## src/rtl/mips_fetch_unit.sv

```systemverilog
// rtl/mips_fetch_unit.sv - instruction fetch stage with PC sequencing for the single-cycle MIPS datapath
module mips_fetch_unit #(
    parameter logic [31:0] RESET_PC = 32'h0000_0000,
    parameter int          COUNT_W  = 32
) (
    input  logic               clk,
    input  logic               rst,
    output logic               imem_req,
    output logic [31:0]        imem_addr,
    input  logic               imem_ack,
    input  logic [31:0]        imem_rdata,
    output logic [31:0]        instruction,
    output logic               instr_valid,
    input  logic               instr_ready,
    input  logic               zero,
    input  logic               redirect_valid,
    input  logic [31:0]        redirect_pc,
    output logic [31:0]        pc_out,
    output logic [31:0]        pc_plus4,
    output logic [COUNT_W-1:0] retired_count
);

    typedef enum logic [1:0] {
        BOOT = 2'd0,
        REQ  = 2'd1,
        HOLD = 2'd2
    } state_t;

    localparam logic [5:0] OP_J   = 6'b000010;
    localparam logic [5:0] OP_JAL = 6'b000011;
    localparam logic [5:0] OP_BEQ = 6'b000100;
    localparam logic [5:0] OP_BNE = 6'b000101;

    state_t             state_q, state_d;
    logic [31:0]        pc_q, pc_d;
    logic [31:0]        instr_q, instr_d;
    logic               valid_q, valid_d;
    logic               req_q, req_d;
    logic [COUNT_W-1:0] count_q, count_d;

    logic [5:0]  op;
    logic [31:0] branch_off;
    logic [31:0] branch_target;
    logic [31:0] jump_target;
    logic [31:0] next_pc;
    logic        taken;
    logic        retire;

    assign pc_plus4      = pc_q + 32'd4;
    assign imem_addr     = pc_q;
    assign pc_out        = pc_q;
    assign imem_req      = req_q;
    assign instruction   = instr_q;
    assign instr_valid   = valid_q;
    assign retired_count = count_q;

    assign retire = valid_q & instr_ready;

    // Next PC is derived from the held instruction; redirect overrides everything.
    always_comb begin
        op            = instr_q[31:26];
        branch_off    = {{14{instr_q[15]}}, instr_q[15:0], 2'b00};
        branch_target = pc_plus4 + branch_off;
        jump_target   = {pc_plus4[31:28], instr_q[25:0], 2'b00};
        taken         = ((op == OP_BEQ) && zero) || ((op == OP_BNE) && !zero);
        next_pc       = pc_plus4;
        if (redirect_valid) begin
            next_pc = redirect_pc & 32'hFFFF_FFFC;
        end else if ((op == OP_J) || (op == OP_JAL)) begin
            next_pc = jump_target;
        end else if (taken) begin
            next_pc = branch_target;
        end
    end

    always_comb begin
        state_d = state_q;
        pc_d    = pc_q;
        instr_d = instr_q;
        valid_d = valid_q;
        req_d   = req_q;
        count_d = count_q;
        case (state_q)
            BOOT: begin
                state_d = REQ;
                req_d   = 1'b1;
                valid_d = 1'b0;
            end
            REQ: begin
                if (imem_ack) begin
                    instr_d = imem_rdata;
                    valid_d = 1'b1;
                    req_d   = 1'b0;
                    state_d = HOLD;
                end
            end
            HOLD: begin
                if (retire) begin
                    pc_d    = next_pc;
                    count_d = count_q + COUNT_W'(1);
                    valid_d = 1'b0;
                    req_d   = 1'b1;
                    state_d = REQ;
                end
            end
            default: begin
                state_d = BOOT;
                req_d   = 1'b0;
                valid_d = 1'b0;
            end
        endcase
    end

    always_ff @(posedge clk) begin
        if (rst) begin
            state_q <= BOOT;
            pc_q    <= RESET_PC;
            instr_q <= 32'h0;
            valid_q <= 1'b0;
            req_q   <= 1'b0;
            count_q <= '0;
        end else begin
            state_q <= state_d;
            pc_q    <= pc_d;
            instr_q <= instr_d;
            valid_q <= valid_d;
            req_q   <= req_d;
            count_q <= count_d;
        end
    end

endmodule

```

## config.mk

```make
export PLATFORM = sky130hd
export DESIGN_NAME = mips_fetch_unit
export DESIGN_NICKNAME = d
export VERILOG_FILES = /design/src/rtl/mips_fetch_unit.sv
export SDC_FILE = /design/constraint.sdc
export NUM_CORES = 1
export LEC_CHECK = 0
export ABC_AREA = 0
export CORE_UTILIZATION = 50
export CTS_BUF_LIST = sky130_fd_sc_hd__clkbuf_8
export CTS_CLUSTER_DIAMETER = 150
export CTS_CLUSTER_SIZE = 30
export DETAILED_ROUTE_END_ITERATION = 8
export PLACE_DENSITY = 0.94
export SKIP_LAST_GASP = 1
export SLEW_MARGIN = 20
export SYNTH_ARGS = -nofsm -noshare
export SYNTH_HDL_FRONTEND = slang
export SYNTH_SLANG_ARGS = --single-unit
```

## constraint.sdc

```tcl
create_clock -name clk -period 5.3 [get_ports clk]
set_clock_uncertainty 0.15 [all_clocks]
set_input_delay 1.06 -clock clk [delete_from_list [all_inputs] [get_ports clk]]
set_output_delay 1.06 -clock clk [all_outputs]
set_load 0.05 [all_outputs]
```

==> results.cfg, run 1 <==
[outcome]
status = complete, no violations

[floorplanning]
core_area_sq_um = 13300
num_rows = 42
die_w_microns = 119
die_area_sq_um = 14200
die_h_microns = 119
initial_core_util_pct = 51.5
pin_count = 232

[synthesis]
async_flop_share_pct = 0
yosys_warnings = 0
synth_edf_count = 0
synthCells = 899
synth-main-ff-cell = dfxtp_1
syn-cell-area_sq_um = 6850
ys_seq_area_share_pct = 28.1
synth_cell_types = 72
ys_ff_latch = 96
syn_area_per_cell_sq_um = 7.61

[sta]
setup_violations = 0
fin_hold_ws_ns = 0.333
fin_crit_ns = 4.52
worst_pin_slew_ns = 0.969
min_period_over_period_pct = 85.3
fmax_mhz = 221
final_hold_viol_count = 0
grt_setup_unrepaired = false
fin_tns_setup_ns = 0
drv_slew = 0
slew_headroom_pct = 35.2

[clock_network]
cts-buffers-inserted = 9
cts_tree = built
cts_post_setup_buffers_inserted = 0
cts_resized = 0
hold_buffers = 0
clock-root-buffer = clkbuf_8
clock_latency_ns = 0.40
htreeDepth = 3
clkTransAtPathRegs_ns = 0.12
cts.sinks = 96
clockBufferDepth = 2

[layout]
drive_gt1_share_pct = 4.48
syn_to_final_growth_pct = 33.7
fin_nets = 1175
fillers = 1049
diodes = 0
final_core_util_pct = 68.9
fin_cells = 1248

[critical_path]
crit_type = flip-flop to primary output
worstPathMaxFanout = 8
crit_required_ns = 4.09
cp-end-kind = primary output
arrival_ns = 3.31
r2r_start = imem_addr[2]$_SDFFE_PP0P_
startpoint_type = flip-flop
crit_start = imem_addr[2]$_SDFFE_PP0P_

[routing]
ant_nets = 0
wl_per_cell_microns = 18.6
viasPerCell = 6.02
dr.first_iter.drc_count = 579
totalWireLength_mm = 23.2
drc = 0
dr_total_vias = 7515
firstDrtPassIters = 6

[placed_design]
dpl.hpwl_mm = 16.8
dp_cells = 1232
place.port_buffers = 223
place.gp.congestion = 0.951

[hold_path]
min_path_type = flip-flop to flip-flop
hold_start = instruction[29]$_SDFFE_PP0P_

[grt]
track_usage_pct = 32.5
antenna_found_initial = 0
grt_pass1_vias = 7184
grt_remaining_overflow = 0
grt_pass1_wl_mm = 36.5
grt_start_max_net_pins = 63

[power_and_ir_drop]
powerDensity_nw_per_um2 = 184
ir_drop_v = 0.000181
p_leak_nw = 3.46

[job]
maxCapViolCount = 0
-- placed cells by master, fill, tap and decap left out, types with 16 or more instances in the layout --
master and n:
xor2_1 32, ha_1 37, nand4_1 21, a21oi_1 87, and3_1 16, nand3_1 30, nor2_1 84, clkdlybuf4s50_1 222
o21ai_0 31, a21o_1 18, a211oi_1 26, nor3_1 21, nand2_1 127, xnor2_1 35, o22ai_1 16, dfxtp_1 96
-- report_power, final --
part	switching [mW]	total [mW]	internal (mW)
sequential	0.0260	0.766	0.740
clock	0.337	0.530	0.193
combinational	0.246	0.391	0.144
total	0.609	1.69	1.08
-- worst max-delay path, cell delays in order (launching register included) --
cell	delay [ns]
dfxtp_1	0.52
ha_1	0.27
and4_1	0.48
and3_4	0.31
nand3_1	0.10
xnor2_1	0.34
clkdlybuf4s50_1	0.87
-- metal layers --
layer / part of all wire, % / wire length, microns / vias to the layer above / GRT usage, %
met5: 0 / 0 / - / 0
met4: 3.5 / 819 / 0 / 15.7
met3: 9.1 / 2110 / 69 / 6.08
met2: 47 / 10900 / 416 / 54.0
met1: 41 / 9440 / 3501 / 40.2
li1: - / - / 3529 / -
-- per-stage QoR --
stage	instance area [sq um]	total power, mW	setup WS, ns
2_1_floorplan	6860	1.03	0.446
3_3_place_gp	8940	1.16	1.16
3_5_place_dp	8940	1.17	1.06
4_1_cts	9160	1.68	0.827
5_1_grt	9160	1.74	0.603
6_report	9160	1.69	0.781
-- worst paths after layout --
path,slack (ns),endpoint,cells after the start
worst max register to register,0.92,imem_addr[25]$_SDFFE_PP0P_,14
worst max-delay path,0.78,pc_plus4[28],6
worst min-delay path,0.33,instruction[29]$_SDFFE_PP0P_,2
worst min register to register,0.33,instruction[29]$_SDFFE_PP0P_,2
-- cell usage after synthesis, types with 6 or more instances --
master	number	share of area, %
nand3_1	30	2.2
nor2_1	85	4.7
nand3b_1	7	0.77
and3_1	16	1.5
o211ai_1	8	0.88
inv_1	15	0.82
clkbuf_1	36	2.0
dfxtp_1	96	28
ha_1	37	6.8
a21o_1	18	2.0
buf_4	37	4.1
xnor2_1	35	4.5
o22ai_1	16	1.5
xor2_1	32	4.1
nor3_1	21	1.5
o21ai_0	31	2.3
nand4_1	21	1.9
and2_1	6	0.55
nand2_1	127	7.0
or3_1	12	1.1
a21oi_1	87	6.4
a211oi_1	26	2.9
-- kinds of logic after synthesis --
| kind of cell | Yosys count | synth area share (%) |
|---|---|---|
| AND/OR/NAND/NOR | 355 | 25.2 |
| AO/OA/AOI/OAI | 240 | 22.4 |
| flip-flops | 96 | 28.1 |
| buffers and inverters | 96 | 7.35 |
| XOR/XNOR | 69 | 9.05 |
| adder cells (fa/ha/maj) | 38 | 7.06 |
| multiplexers | 4 | 0.786 |
| other | 1 | 0.0548 |
-- sequential cells by signal, summed over array words and instances, names as in the netlist --
register and count:
state_q 2, instruction 32, retired_count 32, imem_addr 30
-- final cells by class --
class	instances	area [sq um]	area share, %
Clock inverter	7	88.8	0.970
Sequential cell	96	1920	21.0
Timing Repair Buffer	233	2300	25.1
Clock buffer	9	124	1.35
Multi-Input combinational cell	712	4440	48.5
Tap cell	176	220	2.41
Inverter	15	56.3	0.615
(Power assumes the default switching activity.)
==> run 2: changes to the inputs <==
Settings changed: CORE_MARGIN from default to 1.
==> results of run 2 <==
Final layout, timing and power as in run 1 (identical DEF).
==> run 3: changes to the inputs <==
Settings changed: CTS_CLUSTER_SIZE 30 to default.
==> results of run 3 <==
Final layout, timing and power as in run 1 (identical DEF).
